## config.mk

```make
export PLATFORM = sky130hd
export DESIGN_NAME = inv_addroundkey_stage
export DESIGN_NICKNAME = d
export VERILOG_FILES = /design/src/rtl/aes_pkg.sv /design/src/rtl/aes_sbox.sv /design/src/rtl/inv_addroundkey_stage.sv
export SDC_FILE = /design/constraint.sdc
export NUM_CORES = 2
export LEC_CHECK = 0
export ABC_AREA = 1
export CORE_ASPECT_RATIO = 1.1
export CORE_MARGIN = 10
export CORE_UTILIZATION = 35
export DETAILED_ROUTE_END_ITERATION = 10
export GPL_ROUTABILITY_DRIVEN = 0
export PLACE_DENSITY = 0.55
export SYNTH_ARGS = -nofsm -noshare
export SYNTH_HDL_FRONTEND = slang
export SYNTH_SLANG_ARGS = --single-unit
```

## constraint.sdc

```tcl
create_clock -name clock -period 18.6 [get_ports clock]
set_clock_uncertainty 0.2 [all_clocks]
set_input_delay 4.65 -clock clock [delete_from_list [all_inputs] [get_ports clock]]
set_output_delay 4.65 -clock clock [all_outputs]
set_load 0.005 [all_outputs]
```

## src/rtl/aes_pkg.sv

```systemverilog
// Shared AES types, round constants and GF(2^8) helpers used by the
// encryption and decryption round-key stages.
package aes_pkg;

  typedef logic [7:0]  byte_t;
  typedef logic [31:0] word_t;

  localparam byte_t AES_RCON [1:10] = '{
    8'h01, 8'h02, 8'h04, 8'h08, 8'h10, 8'h20, 8'h40, 8'h80, 8'h1B, 8'h36
  };

  typedef enum logic [1:0] {
    ST_EMPTY,
    ST_ONE,
    ST_TWO
  } stage_state_e;

  typedef struct packed {
    logic [127:0] state;
    logic [127:0] key;
    byte_t        rcon;
    logic [3:0]   round;
  } stage_item_t;

  function automatic byte_t xtime(byte_t r);
    return {r[6:0], 1'b0} ^ (r[7] ? 8'h1B : 8'h00);
  endfunction

  // Odd inputs came from a byte whose top bit was set before the 0x1B reduction.
  function automatic byte_t inv_xtime(byte_t r);
    return r[0] ? (((r ^ 8'h1B) >> 1) | 8'h80) : (r >> 1);
  endfunction

endpackage

```

## src/rtl/aes_sbox.sv

```systemverilog
// Forward AES S-box as a purely combinational 256-entry lookup.
module aes_sbox (
  input  logic [7:0] a_i,
  output logic [7:0] s_o
);

  localparam logic [0:255][7:0] SBOX = {
    8'h63, 8'h7c, 8'h77, 8'h7b, 8'hf2, 8'h6b, 8'h6f, 8'hc5, 8'h30, 8'h01, 8'h67, 8'h2b, 8'hfe, 8'hd7, 8'hab, 8'h76,
    8'hca, 8'h82, 8'hc9, 8'h7d, 8'hfa, 8'h59, 8'h47, 8'hf0, 8'had, 8'hd4, 8'ha2, 8'haf, 8'h9c, 8'ha4, 8'h72, 8'hc0,
    8'hb7, 8'hfd, 8'h93, 8'h26, 8'h36, 8'h3f, 8'hf7, 8'hcc, 8'h34, 8'ha5, 8'he5, 8'hf1, 8'h71, 8'hd8, 8'h31, 8'h15,
    8'h04, 8'hc7, 8'h23, 8'hc3, 8'h18, 8'h96, 8'h05, 8'h9a, 8'h07, 8'h12, 8'h80, 8'he2, 8'heb, 8'h27, 8'hb2, 8'h75,
    8'h09, 8'h83, 8'h2c, 8'h1a, 8'h1b, 8'h6e, 8'h5a, 8'ha0, 8'h52, 8'h3b, 8'hd6, 8'hb3, 8'h29, 8'he3, 8'h2f, 8'h84,
    8'h53, 8'hd1, 8'h00, 8'hed, 8'h20, 8'hfc, 8'hb1, 8'h5b, 8'h6a, 8'hcb, 8'hbe, 8'h39, 8'h4a, 8'h4c, 8'h58, 8'hcf,
    8'hd0, 8'hef, 8'haa, 8'hfb, 8'h43, 8'h4d, 8'h33, 8'h85, 8'h45, 8'hf9, 8'h02, 8'h7f, 8'h50, 8'h3c, 8'h9f, 8'ha8,
    8'h51, 8'ha3, 8'h40, 8'h8f, 8'h92, 8'h9d, 8'h38, 8'hf5, 8'hbc, 8'hb6, 8'hda, 8'h21, 8'h10, 8'hff, 8'hf3, 8'hd2,
    8'hcd, 8'h0c, 8'h13, 8'hec, 8'h5f, 8'h97, 8'h44, 8'h17, 8'hc4, 8'ha7, 8'h7e, 8'h3d, 8'h64, 8'h5d, 8'h19, 8'h73,
    8'h60, 8'h81, 8'h4f, 8'hdc, 8'h22, 8'h2a, 8'h90, 8'h88, 8'h46, 8'hee, 8'hb8, 8'h14, 8'hde, 8'h5e, 8'h0b, 8'hdb,
    8'he0, 8'h32, 8'h3a, 8'h0a, 8'h49, 8'h06, 8'h24, 8'h5c, 8'hc2, 8'hd3, 8'hac, 8'h62, 8'h91, 8'h95, 8'he4, 8'h79,
    8'he7, 8'hc8, 8'h37, 8'h6d, 8'h8d, 8'hd5, 8'h4e, 8'ha9, 8'h6c, 8'h56, 8'hf4, 8'hea, 8'h65, 8'h7a, 8'hae, 8'h08,
    8'hba, 8'h78, 8'h25, 8'h2e, 8'h1c, 8'ha6, 8'hb4, 8'hc6, 8'he8, 8'hdd, 8'h74, 8'h1f, 8'h4b, 8'hbd, 8'h8b, 8'h8a,
    8'h70, 8'h3e, 8'hb5, 8'h66, 8'h48, 8'h03, 8'hf6, 8'h0e, 8'h61, 8'h35, 8'h57, 8'hb9, 8'h86, 8'hc1, 8'h1d, 8'h9e,
    8'he1, 8'hf8, 8'h98, 8'h11, 8'h69, 8'hd9, 8'h8e, 8'h94, 8'h9b, 8'h1e, 8'h87, 8'he9, 8'hce, 8'h55, 8'h28, 8'hdf,
    8'h8c, 8'ha1, 8'h89, 8'h0d, 8'hbf, 8'he6, 8'h42, 8'h68, 8'h41, 8'h99, 8'h2d, 8'h0f, 8'hb0, 8'h54, 8'hbb, 8'h16
  };

  assign s_o = SBOX[a_i];

endmodule

```

## src/rtl/inv_addroundkey_stage.sv

```systemverilog
// Decryption round-key stage: state ^= K[r], key schedule stepped back to
// K[r-1], Rcon stepped back; registered output with a one-entry skid buffer.
module inv_addroundkey_stage
  import aes_pkg::*;
#(
  parameter logic [127:0] RESET_DATA = 128'h0
) (
  input  logic         clock,
  input  logic         reset,
  input  logic         empty_in,
  input  logic [127:0] state_in,
  input  logic [127:0] key_in,
  input  logic [7:0]   rcon_in,
  input  logic [3:0]   round_in,
  input  logic         stall,
  output logic         busy,
  output logic         empty,
  output logic [127:0] state_out,
  output logic [127:0] key_out,
  output logic [7:0]   rcon_out,
  output logic [3:0]   round_out,
  output logic         err
);

  word_t        w0, w1, w2, w3;
  word_t        p0, p1, p2, p3;
  word_t        rot_w, sub_w;
  stage_item_t  item_d;
  stage_item_t  out_q, skid_q;
  stage_state_e st_q;
  logic         err_q;
  logic         offer, accept, drain, bad_round, skid_load;

  // Combinational compute stage, ahead of the out/skid registers
  assign w0 = key_in[127:96];
  assign w1 = key_in[95:64];
  assign w2 = key_in[63:32];
  assign w3 = key_in[31:0];

  assign p3    = w3 ^ w2;
  assign p2    = w2 ^ w1;
  assign p1    = w1 ^ w0;
  assign rot_w = {p3[23:0], p3[31:24]};

  for (genvar i = 0; i < 4; i++) begin : g_subword
    aes_sbox u_sbox (
      .a_i(rot_w[8*i +: 8]),
      .s_o(sub_w[8*i +: 8])
    );
  end

  assign p0 = w0 ^ sub_w ^ {rcon_in, 24'h0};

  assign item_d.state = state_in ^ key_in;
  assign item_d.key   = {p0, p1, p2, p3};
  assign item_d.rcon  = inv_xtime(rcon_in);
  assign item_d.round = round_in - 4'd1;

  assign busy      = (st_q == ST_TWO);
  assign empty     = (st_q == ST_EMPTY);
  assign offer     = !empty_in && !busy;
  assign accept    = offer && (round_in != 4'd0);
  assign bad_round = offer && (round_in == 4'd0);
  assign drain     = !empty && !stall;
  assign skid_load = (st_q == ST_ONE) && accept && !drain;

  // Output register stage: occupancy FSM, visible item and sticky error
  always_ff @(posedge clock) begin
    if (reset) begin
      st_q        <= ST_EMPTY;
      err_q       <= 1'b0;
      out_q.state <= RESET_DATA;
      out_q.key   <= RESET_DATA;
      out_q.rcon  <= 8'h00;
      out_q.round <= 4'd0;
    end else begin
      if (bad_round) err_q <= 1'b1;
      case (st_q)
        ST_EMPTY: begin
          if (accept) begin
            st_q  <= ST_ONE;
            out_q <= item_d;
          end
        end
        ST_ONE: begin
          if (accept && drain) begin
            out_q <= item_d;
          end else if (accept) begin
            st_q <= ST_TWO;
          end else if (drain) begin
            st_q <= ST_EMPTY;
          end
        end
        ST_TWO: begin
          if (drain) begin
            st_q  <= ST_ONE;
            out_q <= skid_q;
          end
        end
        default: st_q <= ST_EMPTY;
      endcase
    end
  end

  // Skid register stage: contents are only meaningful while st_q == ST_TWO
  always_ff @(posedge clock) begin
    if (skid_load) skid_q <= item_d;
  end

  assign state_out = out_q.state;
  assign key_out   = out_q.key;
  assign rcon_out  = out_q.rcon;
  assign round_out = out_q.round;
  assign err       = err_q;

endmodule

```

* After elaboration in Yosys (flattened, before gate mapping)
Memories as Yosys holds them, arrays and structs flattened.
Cells that the tools add are included.
** Word-level totals
- Register bits after elaboration :: 539
- Latch bits :: 0
- Bits in writable memories :: 0
- ROM bits :: 8192
- Input bits :: 272
- Output and inout port bits :: 271
- Word-level logic and storage cells :: 74
- Memories kept :: 4
** Cells by class
- Add/subtract/negate cells :: 1
- Multipliers :: 0
- Divide/modulo/power cells :: 0
- Magnitude comparators :: 4
- Equal/unequal tests :: 7
- Shifts and indexed selects :: 0
- Muxes and demuxes :: 19
- Bitwise gates (word level) :: 11
- Reductions and logical operators :: 18
** Memory list
- (no name shown) :: words 256, width 8, read ports 1, clocked after memory_dff 0, wr ports 0, RTL line aes_sbox.sv:26 : assign s_o = SBOX[a_i];
- (no name shown) :: words 256, width 8, read ports 1, clocked after memory_dff 0, wr ports 0, RTL line aes_sbox.sv:26
- (no name shown) :: words 256, width 8, read ports 1, clocked after memory_dff 0, wr ports 0, RTL line aes_sbox.sv:26
- (no name shown) :: words 256, width 8, read ports 1, clocked after memory_dff 0, wr ports 0, RTL line aes_sbox.sv:26
** Operators with widths (number)
- $mux 268 :: 3
- $pmux 268 s3 :: 1
- $xor 32x32->32 :: 5
- $xor 128x128->128 :: 1
- $mux 8 :: 9
- $ge 9x9->1 const B :: 4
- $not 8->9 :: 4
- $mux 2 :: 5
- $reduce_and 4->1 :: 2
- $logic_and 1x1->1 :: 7
- $ne 2x1->1 const B :: 3
- $pmux 2 s3 :: 1
- $logic_not 1->1 :: 5
- $logic_not 4->1 :: 1
- $not 4->4 :: 1
- $reduce_bool 4->1 :: 1
- $sub 4x1->4 const B :: 1
- $ne 3x3->1 const B :: 1
- $reduce_bool 3->1 :: 1
- $eq 2x1->1 const B :: 1
- $eq 2x2->1 const B :: 1
- $logic_not 2->1 :: 1
- $ne 2x2->1 const B :: 1

* Longest topological paths before layout
- Depth after elaboration :: 9
- Mapped depth :: 20
- Mapped depth without buffers :: 19

* Modules after synthesis
A second synthesis with hierarchy kept.
** Unflattened totals
- Cells, all modules :: 6187
- Area, all modules :: 39591.7 um^2
** Modules (own cells, without submodules)
- inv_addroundkey_stage :: times used 1, cells each 3653, area each 27199.8 um^2
- aes_sbox at g_subword[2].u_sbox ... :: times used 2, cells each 635, area each 3093.0 um^2
- aes_sbox at g_subword[1].u_sbox :: times used 1, cells each 636, area each 3128.0 um^2
- aes_sbox at g_subword[0].u_sbox :: times used 1, cells each 628, area each 3078.0 um^2

* Worst setup path after synthesis
No wires, ideal clock.
- Path type :: in2reg
- Start :: input round_in[0]
- End :: register skid_q[0] in the netlist's numbering (enable)
- Library setup time :: 0.903 ns
- Data arrival time :: 16.498 ns
- Data required time :: 17.497 ns
- Path slack :: 0.999 ns
- Cell stages on the path :: 7
- Path buffers :: 0
- Cells stage by stage :: inv_1 ha_1 nand3_1 inv_1 nor3_1 nand3_1 nor2_1
** On the way
- Word-level cells in the longest chain between the ends :: 4
** Ends and longest elaborated chain
- from (decl) :: RTL line inv_addroundkey_stage.sv:14 : input logic [3:0] round_in,
- $reduce_bool 4->1 :: RTL line inv_addroundkey_stage.sv:62 : assign accept = offer && (round_in != 4'd0);
- $logic_and 1x1->1 :: RTL line inv_addroundkey_stage.sv:62
- $logic_and 1x1->1 (2 in a row) :: RTL line inv_addroundkey_stage.sv:65 : assign skid_load = (st_q == ST_ONE) && accept && !drain;
- named net skid_load :: RTL line inv_addroundkey_stage.sv:32 : logic offer, accept, drain, bad_round, skid_load;
- to (signal assigned) :: RTL line inv_addroundkey_stage.sv:107 : if (skid_load) skid_q <= item_d;
- to (decl) :: RTL line inv_addroundkey_stage.sv:29 : stage_item_t out_q, skid_q;
The timed path passes the listed nets, and every way through them passes these cells.
A chain may end at the register's enable or synchronous reset.

* Worst setup path after layout
- Start :: input round_in[0]
- End :: register out_q, in the netlist rcon_out[0]
** On the way
- Word-level cells in the longest chain between the ends :: 5
** Ends and longest elaborated chain
- $reduce_bool 4->1 * :: RTL line inv_addroundkey_stage.sv:62
- $logic_and 1x1->1 * :: RTL line inv_addroundkey_stage.sv:62
- $logic_and 1x1->1 :: RTL line inv_addroundkey_stage.sv:86 : if (accept && drain) begin
- $ne 2x1->1 (no source line)
- $reduce_and 4->1 (no source line) *
- to (signal assigned) :: RTL line inv_addroundkey_stage.sv:82 : out_q <= item_d;
- to (signal assigned) :: RTL line inv_addroundkey_stage.sv:87 : out_q <= item_d;
- to (signal assigned) :: RTL line inv_addroundkey_stage.sv:97 : out_q <= skid_q;
- to (decl) :: RTL line inv_addroundkey_stage.sv:29
Mark *: on every way between the ends. The rest lies on a longest branch, timed or not.

==> results.ini <==
[run_status]
status = completed

[critical_path]
crit_family = buffers and inverters
required_ns = 18.97
slowest_stage = buf_4
slowest_delay_ns = 0.92
r2r-end = rcon_out[0]
r2r_cells = 12
path_class = in -> reg
end_kind = flip-flop
reg2reg_slack_ns = 12.92
crit_fanout = 106
critPathLaunch = round_in[0]
r2r_start = st_q[1]
crit_buf_inv = 6
critPathCapture = rcon_out[0]
cp.arrival_ns = 9.53
cp_common_cell = buf_4
crit_chain = clkdlybuf4s50_1, inv_1, ha_1, nand3_1, inv_1, nor3_1, nand2_1, nand2_4, buf_4, buf_4, buf_4, o21ai_0, a31oi_1
cp-start-kind = input pin
cp_num_cells = 13

[floorplanning]
core_mm2 = 0.0962
die_area_mm2 = 0.110
initial_utilization = 0.354
die_h_um = 347
num_rows = 119
fp.dieW_um = 317
pin_count = 543

[sta]
hold_viol = 0
fin_crit_sh = 0.492
fin_crit_ns = 9.16
tightest_slew_ns = 1.23
setup_tns_ns = 0
fmax_ghz = 0.109
slew_viol_final = 0
setup_viol = 0
relSlewSlack = 0.172
rsz0062_at_grt = no

[logic_synthesis]
synthSimpleGateAreaFrac = 0.377
yosysMostFrequentCell = nand2_1
syn-instance-count = 4791
yosys.area.top_type = edfxtp_1
synth_top_family_by_area = simple AND/OR/NAND/NOR gates
synthesis.area_mm2 = 0.0340
syn_nets = 5110
async_reset_ff_frac = 0
synth_xor_area_frac = 0.0585
synthFlopType = dfxtp_1
synth_top_area_frac = 0.237
synth_edf_count = 268
synth-seq-area-share = 0.396
synth_area_leaders = edfxtp_1, nand3_1, nand2_1, dfxtp_1, xor2_1
synthDistinctLibCells = 33
synth-compound-area-share = 0.0912
syn_area_per_cell_um2 = 7.10
synth_common_cells = nand2_1, nand3_1, dfxtp_1
yosys-mux-area-fraction = 0
synth_fa_ha_area_frac = 0.0173
synth-seq-cells = 539
yosysWarnings = 0

[drt]
route.vias.total = 37196
ant_nets = 0
drt_wl_total_um = 162000
drt-pass1-iter-count = 7
via_per_inst = 5.79
drc = 0
wl_per_cell_um = 25.2
drt_iter0_drc = 5769

[layout]
multiInputGateArea_mm2 = 0.0187
finalNonFillerCells = 6422
final_nets = 5415
area_growth_pct = 24.4
regArea_mm2 = 0.0135
layout-drive-gt1-share = 0.0441
final_core_util = 0.440
fill_cells = 9885

[pwr]
switchingPower_mw = 1.38
irDropWorstVdd_mv = 0.0952
combPwrFrac = 0.308
p_leak_nw = 17.6
switching_share = 0.349
seq_power_share = 0.360
power_frac_clock = 0.332
internal_power_mw = 2.57
p_per_area_mw_per_mm2 = 93.3

[worst_hold_path]
hp-class = reg -> reg
hold_depth = 2
hold_start = key_out[104]

[clocking]
cts-htree-levels = 2
clock_latency_ns = 0.68
cts_made_buffers = 61
cts_resized = 0
cts_hold_buffers = 0
clock-sinks = 539
cts_tree = built
clk_path_buf_depth = 3
postCtsSetupBuffers = 0
root_buffer = clkbuf_16
cts.clk_slew.worst_paths_ns = 0.06

[global_route]
grt_pass1_vias = 33410
grtUsageTotal = 0.276
grt_pass1_wl_um = 232000
overflow = 0
antenna_found_initial = 8
grt_max_degree = 159

[placement]
portBuffers = 542
numPlacedInstances = 6303
hpwl_um = 112000

[job]
cap_violations = 0

flip-flops by register name, indices dropped and copies added (netlist names):
name / flops
skid_q: 268
err: 1
st_q: 2
round_out: 4
state_out: 128
key_out: 128
rcon_out: 8
layout by cell type (no fill, tap or decap), types with 4 or more instances in the layout:
master / instances
nand3b_1: 6
xnor2_4: 4
clkinvlp_4: 5
clkinv_2: 8
nand2_2: 31
xnor2_1: 5
inv_1: 126
a31oi_1: 164
o211ai_1: 10
nand2_4: 6
diode_2: 4
buf_4: 46
or2_2: 5
nand3_1: 1226
clkinv_1: 15
xnor2_2: 5
edfxtp_1: 268
a311oi_1: 74
o21ai_1: 6
nand4_1: 12
nor2_1: 196
inv_2: 15
bufinv_16: 9
nand2_1: 1480
nor2_2: 4
ha_1: 47
clkbuf_1: 6
dfxtp_1: 271
clkbuf_8: 7
o21ai_0: 176
xor2_1: 204
clkdlybuf4s50_1: 541
a21oi_1: 85
clkbuf_16: 62
metal layers:
layer | vias up | track usage | routed length [um]
met1 | 17543 | 0.370 | 66000
met4 | 8 | 0.0914 | 6220
met3 | 365 | 0.0683 | 18000
li1 | 17059 | - | -
met5 | - | 0 | 50
met2 | 2221 | 0.430 | 71700
logic make-up (layout without fill, tap and decap cells):
group,count (synthesis),in the layout
compound gates,517,517
xor+xnor,222,222
fa+ha+maj,47,47
buf+inv,496,853
flops,539,539
other cells,0,4
simple gates,2970,2970
through the flow:
stage	worst slack, ns	power, mW	cell area [um^2]	hold slack, ns
5_1_grt	9.01	4.14	42300	0.287
2_1_floorplan	0.999	2.12	34000	0.260
6_report	9.44	3.95	42300	0.267
4_1_cts	9.55	3.96	42300	0.265
3_3_place_gp	8.92	2.64	40100	0.254
3_5_place_dp	8.86	2.64	40100	0.255
power by group through the flow:
stage	logic, mW	registers, mW	clock network (mW)
after floorplan	0.662	1.46	0
after global placement	1.19	1.45	0
after detailed placement	1.19	1.45	0
after CTS	1.20	1.42	1.34
after global routing	1.32	1.43	1.39
final	1.22	1.42	1.31
worst reg2reg max path, stage by stage (launching register included):
cell,delay [ns]
dfxtp_1,0.34
inv_1,0.10
nor2_4,0.08
buf_4,0.32
buf_4,0.70
inv_8,0.25
or2_2,0.38
nand2_4,0.27
buf_4,0.79
buf_4,1.03
buf_4,0.71
o21ai_0,0.20
a31oi_1,0.19
area by class of cell:
| cell class | instances | area share |
|---|---|---|
| timing repair buffer | 589 | 0.137 |
| tap | 1270 | 0.0375 |
| clock buffer | 75 | 0.0394 |
| inverter | 149 | 0.0135 |
| sequential | 539 | 0.318 |
| multi-input combinational | 3756 | 0.442 |
| clock inverter | 40 | 0.0124 |
| antenna | 4 | 0.000236 |
how the worst min path moves through the flow:
stage / end / slack [ns]
global route: key_out[120] / 0.29
finish: key_out[104] / 0.27
floorplan: err / 0.26
global placement: key_out[122] / 0.25
detailed placement: key_out[127] / 0.26
CTS: key_out[127] / 0.26
Note: power is estimated with default switching activity, not from simulation.
